**src/rtl/acqbuf_writer.sv**
```systemverilog
// Acquisition capture stage: picks one ADC channel, waits a programmed delay after a
// start strobe, then decimates and writes one full shot of words into the acquisition BRAM.
module acqbuf_writer #(
    parameter int NADC = 4,
    parameter int DW   = 64,
    parameter int AW   = 12
) (
    input  logic                 clk,
    input  logic                 reset,
    input  logic [NADC*DW-1:0]   adc,
    input  logic [15:0]          acqchansel,
    input  logic [31:0]          delayaftertrig,
    input  logic [15:0]          decimator,
    input  logic                 stb_start,
    input  logic                 acqbufreset,
    output logic [AW-1:0]        addr_acqbuf,
    output logic [DW-1:0]        data_acqbuf,
    output logic                 we_acqbuf,
    output logic                 busy,
    output logic                 done
);

    // state   | meaning
    // IDLE    | waiting for a start strobe
    // DELAY   | counting down the post-trigger delay; dcnt==0 is also capture 0
    // CAPTURE | decimated capture; stays one extra cycle after the last capture
    //         | so the final pipelined write goes out before DONE
    // DONE    | buffer full, waiting for a restart
    typedef enum logic [1:0] {S_IDLE, S_DELAY, S_CAPTURE, S_DONE} state_t;

    state_t          state, state_nxt;
    logic [31:0]     dcnt, dcnt_nxt;
    logic [15:0]     ph, ph_nxt;
    logic [AW:0]     wa, wa_nxt;
    logic [15:0]     chansel_q, dec_q;
    logic [DW-1:0]   sel_word;
    logic            fire, load_cfg;
    logic [1:0]      rst_sync;
    logic            rst_int;

    // Reset asserts asynchronously and releases on a clock edge.
    always_ff @(posedge clk or posedge reset) begin
        if (reset) rst_sync <= 2'b11;
        else       rst_sync <= {rst_sync[0], 1'b0};
    end
    assign rst_int = rst_sync[1];

    always_comb begin
        sel_word = '0;
        for (int k = 0; k < NADC; k++) begin
            if (chansel_q == 16'(k)) sel_word = adc[k*DW +: DW];
        end
    end

    always_comb begin
        state_nxt = state;
        dcnt_nxt  = dcnt;
        ph_nxt    = ph;
        wa_nxt    = wa;
        fire      = 1'b0;
        load_cfg  = 1'b0;
        case (state)
            S_IDLE, S_DONE: begin
                if (stb_start) begin
                    state_nxt = S_DELAY;
                    dcnt_nxt  = delayaftertrig;
                    ph_nxt    = '0;
                    wa_nxt    = '0;
                    load_cfg  = 1'b1;
                end
            end
            S_DELAY: begin
                if (dcnt == 32'd0) begin
                    fire      = 1'b1;
                    wa_nxt    = wa + 1'b1;
                    ph_nxt    = dec_q;
                    state_nxt = S_CAPTURE;
                end else begin
                    dcnt_nxt = dcnt - 32'd1;
                end
            end
            S_CAPTURE: begin
                if (wa[AW]) begin
                    state_nxt = S_DONE;
                end else if (ph == 16'd0) begin
                    fire   = 1'b1;
                    wa_nxt = wa + 1'b1;
                    ph_nxt = dec_q;
                end else begin
                    ph_nxt = ph - 16'd1;
                end
            end
            default: state_nxt = S_IDLE;
        endcase
        if (acqbufreset) begin
            state_nxt = S_IDLE;
            dcnt_nxt  = '0;
            ph_nxt    = '0;
            wa_nxt    = '0;
            load_cfg  = 1'b0;
        end
    end

    always_ff @(posedge clk or posedge rst_int) begin
        if (rst_int) begin
            state     <= S_IDLE;
            dcnt      <= '0;
            ph        <= '0;
            wa        <= '0;
            chansel_q <= '0;
            dec_q     <= '0;
        end else begin
            state <= state_nxt;
            dcnt  <= dcnt_nxt;
            ph    <= ph_nxt;
            wa    <= wa_nxt;
            if (load_cfg) begin
                chansel_q <= acqchansel;
                dec_q     <= decimator;
            end
        end
    end

    // A capture coinciding with an abort is dropped rather than written.
    always_ff @(posedge clk or posedge rst_int) begin
        if (rst_int) begin
            we_acqbuf   <= 1'b0;
            addr_acqbuf <= '0;
            data_acqbuf <= '0;
        end else begin
            we_acqbuf <= fire & ~acqbufreset;
            if (fire & ~acqbufreset) begin
                addr_acqbuf <= wa[AW-1:0];
                data_acqbuf <= sel_word;
            end
        end
    end

    assign busy = (state == S_DELAY) || (state == S_CAPTURE);
    assign done = (state == S_DONE);

endmodule

```
**config.mk**
```make
export PLATFORM = sky130hd
export DESIGN_NAME = acqbuf_writer
export DESIGN_NICKNAME = d
export VERILOG_FILES = /design/src/rtl/acqbuf_writer.sv
export SDC_FILE = /design/constraint.sdc
export NUM_CORES = 1
export LEC_CHECK = 0
export BUFFER_PORTS_ARGS = -buffer_cell sky130_fd_sc_hd__buf_2
export CORE_MARGIN = 2
export CORE_UTILIZATION = 30
export CTS_CLUSTER_SIZE = 8
export DETAILED_ROUTE_END_ITERATION = 16
export PLACE_DENSITY = 0.67
export SYNTH_ARGS = -nofsm -noshare
export SYNTH_HDL_FRONTEND = slang
export SYNTH_SLANG_ARGS = --single-unit
```
**constraint.sdc**
```tcl
create_clock -name clk -period 5.25 [get_ports clk]
set_input_delay 0.2625 -clock clk [delete_from_list [all_inputs] [get_ports clk]]
set_output_delay 0.2625 -clock clk [all_outputs]
set_load 0.05 [all_outputs]
```
# --- Word-level counts from Yosys, hierarchy flattened ---
# Cells that the tools add are included.
op_classes:
  addsub: 3
  muxes: 32
  n_bitwise: 2
  eq_ne: 12
  reduce_logical: 12
ops:
  columns: ["op", "n"]
  rows:
  - ["$mux W64", 4]
  - ["$mux W32", 3]
  - ["$mux W16", 5]
  - ["$mux W13", 5]
  - ["$pmux W32 S2", 1]
  - ["$pmux W16 S3", 1]
  - ["$pmux W13 S3", 1]
  - ["$eq A16 B2 Y1 const B", 2]
  - ["$logic_not A16 Y1", 2]
  - ["$logic_not A32 Y1", 1]
  - ["$sub A32 B1 Y32 const B", 1]
  - ["$ne A3 B3 Y1 const B", 6]
  - ["$eq A16 B1 Y1 const B", 1]
  - ["$sub A16 B1 Y16 const B", 1]
  - ["$add A13 B1 Y13 const B", 1]
  - ["$reduce_and A3 Y1", 3]
  - ["$mux W2", 4]
  - ["$mux W1", 6]
  - ["$pmux W2 S3", 1]
  - ["$eq A2 B2 Y1 const B", 2]
  - ["$reduce_and A4 Y1", 1]
  - ["$reduce_bool A3 Y1", 1]
  - ["$eq A2 B1 Y1 const B", 1]
  - ["$logic_not A2 Y1", 1]
  - ["6 further kinds", 6]
totals:
  reg_bits: 174
  input_bits: 324

# --- Depth between registers and ports, before layout ---
depth:
  ltp_word: 5
  mapped_depth: 10

# --- Least setup slack after synthesis ---
# No wires, ideal clock.
synth_timing:
  path_kind: "register to register"
  startpoint: "reg state[0]"
  endpoint: "reg dcnt[0]"
  arrival_ns: 2.568
  setup_ns: 0.079
  slack_ns: 2.602
  required_ns: 5.171
  n_path_buf: 2
  period_less_slack_ns: 2.648
  stages_incl_launch_ff: 11
  cell_sequence: "dfrtp_1 inv_1 ha_1 clkbuf_1 inv_1 a21boi_1 nor2_1 a21boi_1 clkbuf_1 o21ai_0 mux2i_1"
synth_between:
  elab_chain_len: 4
synth_lines:
  columns: ["item", "line", "text"]
  rows:
  - ["from (decl)", "31", "state_t state, state_nxt;"]
  - ["from (signal assigned)", "113", "state <= state_nxt;"]
  - ["$eq A2 B2 Y1 or $logic_not A2 Y1 (tied branches)", "62", "case (state)"]
  - ["$reduce_or A2 Y1", "62", null]
  - ["$ne A3 B3 Y1 (no line), or another cell as far along", null, null]
  - ["$reduce_and A3 Y1 (no line) or $mux W32 (tied branches)", null, null]
  - ["to (signal assigned)", "114", "dcnt <= dcnt_nxt;"]
  - ["to (decl)", "32", "logic [31:0] dcnt, dcnt_nxt;"]
# Parallel ways exist; a longest one is shown, timed or not.
# A chain may end at the register's enable or synchronous reset.

# --- Worst setup path in the final report ---
layout_timing:
  startpoint: "reg ph[6]"
  endpoint: "reg addr_acqbuf[4]"
layout_between:
  elab_chain_len: 5
layout_lines:
  columns: ["item", "line", "text"]
  rows:
  - ["from (decl)", "33", "logic [15:0] ph, ph_nxt;"]
  - ["from (signal assigned)", "115", "ph <= ph_nxt;"]
  - ["$logic_not A16 Y1", "85", "end else if (ph == 16'd0) begin"]
  - ["$mux W1", "85", null]
  - ["$mux W1", "83", "if (wa[AW]) begin"]
  - ["$pmux W1 S2", "62", null]
  - ["$and A1 B1 Y1", "132", "if (fire & ~acqbufreset) begin"]
  - ["to (signal assigned)", "133", "addr_acqbuf <= wa[AW-1:0];"]
  - ["to (decl)", "16", "output logic [AW-1:0] addr_acqbuf,"]
# Every way passes these cells.

==> report_table.html <==
<table>
<tr><th>Metric</th><th>Value</th></tr>
<tr><th colspan="2">Status</th></tr>
<tr><td>Run status</td><td>completed</td></tr>
<tr><th colspan="2">Pwr</th></tr>
<tr><td>LEAKAGE</td><td>5.981 nW</td></tr>
<tr><td>Net Switching</td><td>2.468 mW</td></tr>
<tr><td>Cell internal pwr</td><td>3.613 mW</td></tr>
<tr><td>Worst supply voltage drop on vdd</td><td>0.0002067 V</td></tr>
<tr><td>Overall power</td><td>6.081 mW</td></tr>
<tr><td>Total power divided by cell area</td><td>465.9 mW/mm^2</td></tr>
<tr><td>Gate power share</td><td>0.446</td></tr>
<tr><td>Switching Share</td><td>0.4059</td></tr>
<tr><td>Sequential power share</td><td>0.333</td></tr>
<tr><td>Clock network fraction of total power</td><td>0.221</td></tr>
<tr><th colspan="2">Timing</th></tr>
<tr><td>Final Setup Violations</td><td>0</td></tr>
<tr><td>Slew of the pin with the lowest slew margin</td><td>1.250 ns</td></tr>
<tr><td>Layout Skew</td><td>0.01797 ns</td></tr>
<tr><td>Hold Fails Final Rpt</td><td>0</td></tr>
<tr><td>Post-route clock period utilization</td><td>0.6235</td></tr>
<tr><td>Count of final max-slew check failures</td><td>0</td></tr>
<tr><td>Maximum operating frequency</td><td>0.3055 GHz</td></tr>
<tr><td>Worst hold slack across all endpoints</td><td>0.05132 ns</td></tr>
<tr><td>Minimum period implied by the final worst setup slack</td><td>3.273 ns</td></tr>
<tr><td>Worst slew margin</td><td>0.1611</td></tr>
<tr><td>Fin Setup TNS</td><td>0 ns</td></tr>
<tr><td>Unrepaired setup endpoints after global routing</td><td>no</td></tr>
<tr><th colspan="2">Floorplan</th></tr>
<tr><td>I/O pin count</td><td>403</td></tr>
<tr><td>Number of cell rows</td><td>66</td></tr>
<tr><td>Core area</td><td>0.03270 mm^2</td></tr>
<tr><td>Die Footprint</td><td>0.03478 mm^2</td></tr>
<tr><td>Chip Width</td><td>186.5 um</td></tr>
<tr><td>Die H</td><td>186.5 um</td></tr>
<tr><td>Effective utilization at floorplan</td><td>0.3056</td></tr>
<tr><th colspan="2">CTS</th></tr>
<tr><td>CTS Buf Count</td><td>17</td></tr>
<tr><td>H-Tree Level Count</td><td>4</td></tr>
<tr><td>CTS Sinks</td><td>174</td></tr>
<tr><td>Maximum buffer depth of the clock tree</td><td>2</td></tr>
<tr><td>Post-cts sizing count</td><td>0</td></tr>
<tr><td>Clock latency on the worst-skew pair</td><td>0.44 ns</td></tr>
<tr><td>CTS tree</td><td>built</td></tr>
<tr><td>Library cell used as clock root buffer</td><td>clkbuf_16</td></tr>
<tr><td>Clock-pin slew of the registers on the worst-case setup and hold paths</td><td>0.08 ns</td></tr>
<tr><td>Count of buffers added by post-CTS timing repair for setup</td><td>0</td></tr>
<tr><td>Number of hold-repair buffers added at the cts stage</td><td>1</td></tr>
<tr><th colspan="2">Finish</th></tr>
<tr><td>Share of cells above drive strength 1</td><td>0.4199</td></tr>
<tr><td>Total Nets Final</td><td>1679</td></tr>
<tr><td>Post-route cell area</td><td>0.01305 mm^2</td></tr>
<tr><td>P&amp;R area growth vs syn</td><td>30.62%</td></tr>
<tr><td>Number of non-filler instances in the completed layout</td><td>1815</td></tr>
<tr><th colspan="2">Placed design</th></tr>
<tr><td>Final GP Congestion</td><td>0.9409</td></tr>
<tr><td>Count of buffers inserted at the top-level ports</td><td>402</td></tr>
<tr><td>Placed instance area</td><td>0.01240 mm^2</td></tr>
<tr><td>Placed wire-length estimate</td><td>28.87 mm</td></tr>
<tr><td>DP Cell Count</td><td>1769</td></tr>
<tr><th colspan="2">Yosys</th></tr>
<tr><td>Synth Net Count</td><td>1309</td></tr>
<tr><td>Netlist area before placement</td><td>0.009992 mm^2</td></tr>
<tr><td>List of most frequent post-synthesis cells</td><td>190 x nand2_1, 172 x dfrtp_1, 100 x o21ai_0</td></tr>
<tr><td>Share of the synthesized area in the top cell type</td><td>0.4308</td></tr>
<tr><td>Synthesized flop and latch total</td><td>174</td></tr>
<tr><td>Biggest area contributors in the synthesized netlist</td><td>dfrtp_1 43%, mux4_2 14%, nand2_1 7.1%, o21ai_0 5.0%, mux2_2 5.0%</td></tr>
<tr><td>Number of enable flip-flop cells after synthesis</td><td>0</td></tr>
<tr><td>Most frequent cell after synthesis</td><td>nand2_1</td></tr>
<tr><td>Number of warnings issued by yosys</td><td>0</td></tr>
<tr><td>Mean area per synthesized cell</td><td>10.23 um^2</td></tr>
<tr><td>Synth Instances</td><td>977</td></tr>
<tr><td>Sequential fraction of the synthesis area</td><td>0.4360</td></tr>
<tr><td>Synth Flop Type</td><td>dfrtp_1</td></tr>
<tr><td>Cell accounting for the most synthesized area</td><td>dfrtp_1</td></tr>
<tr><td>Share of synthesized registers carrying an async set or reset</td><td>1.000</td></tr>
<tr><td>Synth cell types</td><td>65</td></tr>
<tr><th colspan="2">Critical path</th></tr>
<tr><td>Required time worst endpoint</td><td>5.56 ns</td></tr>
<tr><td>Type of element launching the critical path</td><td>register</td></tr>
<tr><td>Critical path endpoint category</td><td>register</td></tr>
<tr><td>Terminus of the critical flop-to-flop path</td><td>addr_acqbuf[4]$_DFFE_PP0P_</td></tr>
<tr><td>WP data arrival</td><td>3.58 ns</td></tr>
<tr><td>R2R Setup Slk</td><td>1.98 ns</td></tr>
<tr><td>Critical Path Source</td><td>ph[6]$_DFFE_PP0P_</td></tr>
<tr><td>R2r startpoint</td><td>ph[6]$_DFFE_PP0P_</td></tr>
<tr><td>Largest fanout on the critical path</td><td>77</td></tr>
<tr><td>Capture point of the critical path</td><td>addr_acqbuf[4]$_DFFE_PP0P_</td></tr>
<tr><td>Critical setup path kind</td><td>reg -&gt; reg</td></tr>
<tr><td>Length in cells of the worst reg-to-reg path</td><td>7</td></tr>
<tr><th colspan="2">Global route</th></tr>
<tr><td>Initial antenna violation count</td><td>22</td></tr>
<tr><td>Total grt overflow</td><td>0</td></tr>
<tr><td>Via count of the first global-routing pass</td><td>9467</td></tr>
<tr><td>First-pass GRT wire length</td><td>55.76 mm</td></tr>
<tr><td>Met1 usage in global routing</td><td>0.2486</td></tr>
<tr><td>Largest net degree at the start of global routing</td><td>78</td></tr>
<tr><td>Met3 track utilization from global routing</td><td>0.06056</td></tr>
<tr><td>Gr usage total</td><td>0.2080</td></tr>
<tr><td>Most used routing layer in global routing</td><td>met2</td></tr>
<tr><td>Fraction of met2 tracks used by global routing</td><td>0.3562</td></tr>
<tr><th colspan="2">Route</th></tr>
<tr><td>Number of routed nets with antenna violations</td><td>0</td></tr>
<tr><td>Router iterations before antenna repair</td><td>5</td></tr>
<tr><td>DRC violation total after the first TritonRoute iteration</td><td>649</td></tr>
<tr><td>Final wirelength</td><td>36.55 mm</td></tr>
<tr><td>Average routed wire per standard cell</td><td>20.14 um</td></tr>
<tr><td>Total DRC errors in the routed layout</td><td>0</td></tr>
<tr><td>Post-detailed-route via-to-cell ratio</td><td>5.160</td></tr>
<tr><td>Via total after detailed routing</td><td>9366</td></tr>
<tr><th colspan="2">Flow run</th></tr>
<tr><td>Max-cap viol count</td><td>0</td></tr>
<tr><th colspan="2">Min path</th></tr>
<tr><td>Hold crit path type</td><td>in -&gt; reg</td></tr>
</table>
-- cell type report --
class	instances	area, um^2
well taps	442	553.0
repair buffers	413	2097
inverters	16	65.06
diodes	13	32.53
clock inverters	14	180.2
flip-flops and latches	174	4362
clock buffers	18	429.2
multi-input cells	725	5333
fillers	3292	19650
-- flip-flops by register name, summed over array words and instances, names as in the netlist --
name	cells
ph	16
dec_q	16
state	2
we_acqbuf	1
dcnt	32
data_acqbuf	64
addr_acqbuf	12
rst_sync	2
wa	13
chansel_q	16
-- worst max-delay path, cell delays in order, from the launching register on --
cell     delay, ns
dfrtp_1       0.43
nor4_1        0.65
nand2_1       0.25
nor4_1        0.52
o21ai_4       0.11
buf_4         0.32
buf_4         0.43
mux2_2        0.37
-- logic make-up after synthesis --
kind of cell,share of synthesized area
and+or+nand+nor,0.1664
AOI/OAI and AO/OA,0.1406
buffers and inverters,0.03230
adders and majority gates,0.01002
DFF,0.4360
muxes,0.1958
other,0.0003753
xor gates and xnor gates,0.01841
-- power by group through the flow --
stage | Clock [mW] | Combinational (mW) | Sequential [mW]
after floorplan | 0 | 2.13 | 1.92
after global placement | 0 | 2.65 | 2.04
after detailed placement | 0 | 2.68 | 2.05
after CTS | 1.37 | 2.70 | 2.03
after global routing | 1.43 | 2.95 | 2.09
final | 1.34 | 2.71 | 2.03
-- per-stage QoR --
step / util / setup slack (ns)
2_1_floorplan: - / 0.2623
3_3_place_gp: 0.3792 / 2.112
3_5_place_dp: 0.3792 / 2.026
4_1_cts: 0.3981 / 2.007
5_1_grt: 0.3989 / 1.771
6_report: 0.3991 / 1.977
-- metal layers --
layer  vias up  wire (um)
li1       4350          -
met1      4538      14270
met2       390      18320
met3        70       2806
met4        18       1027
met5         -        124
-- worst min-delay path by stage --
stage                       startpoint                   endpoint  slack, ns  cells past startpoint
floorplan                        reset      rst_sync[0]$_DFF_PP1_       0.17                      1
global placement                 reset      rst_sync[0]$_DFF_PP1_       0.29                      2
detailed placement               reset      rst_sync[1]$_DFF_PP1_       0.31                      2
CTS                 delayaftertrig[30]       dcnt[30]$_DFFE_PP0P_       0.03                      2
global route            acqchansel[14]  chansel_q[14]$_DFFE_PP0P_       0.05                      2
finish              delayaftertrig[30]       dcnt[30]$_DFFE_PP0P_       0.05                      2
-- cells in the final DEF, fill, tap and decap left out, types with 6 or more instances in the layout --
master and instances:
o21ai_1 28, buf_4 10, o31ai_1 11, or3_1 9, o21ai_0 100, diode_2 13
nor3_1 19, nand3_1 13, nor2_1 53, inv_1 14, nand2b_1 6, ha_1 8
inv_6 6, a22oi_1 11, clkbuf_16 17, and3_1 7, xor2_1 16, a22o_1 8
a32oi_1 8, buf_2 402, dfrtp_1 170, nor4_1 15, a31oi_1 10, a21oi_1 30
nand4_1 7, mux2_2 44, nand2_1 190, or4_1 7, mux4_2 64
Note: power is estimated with default switching activity, not from simulation.
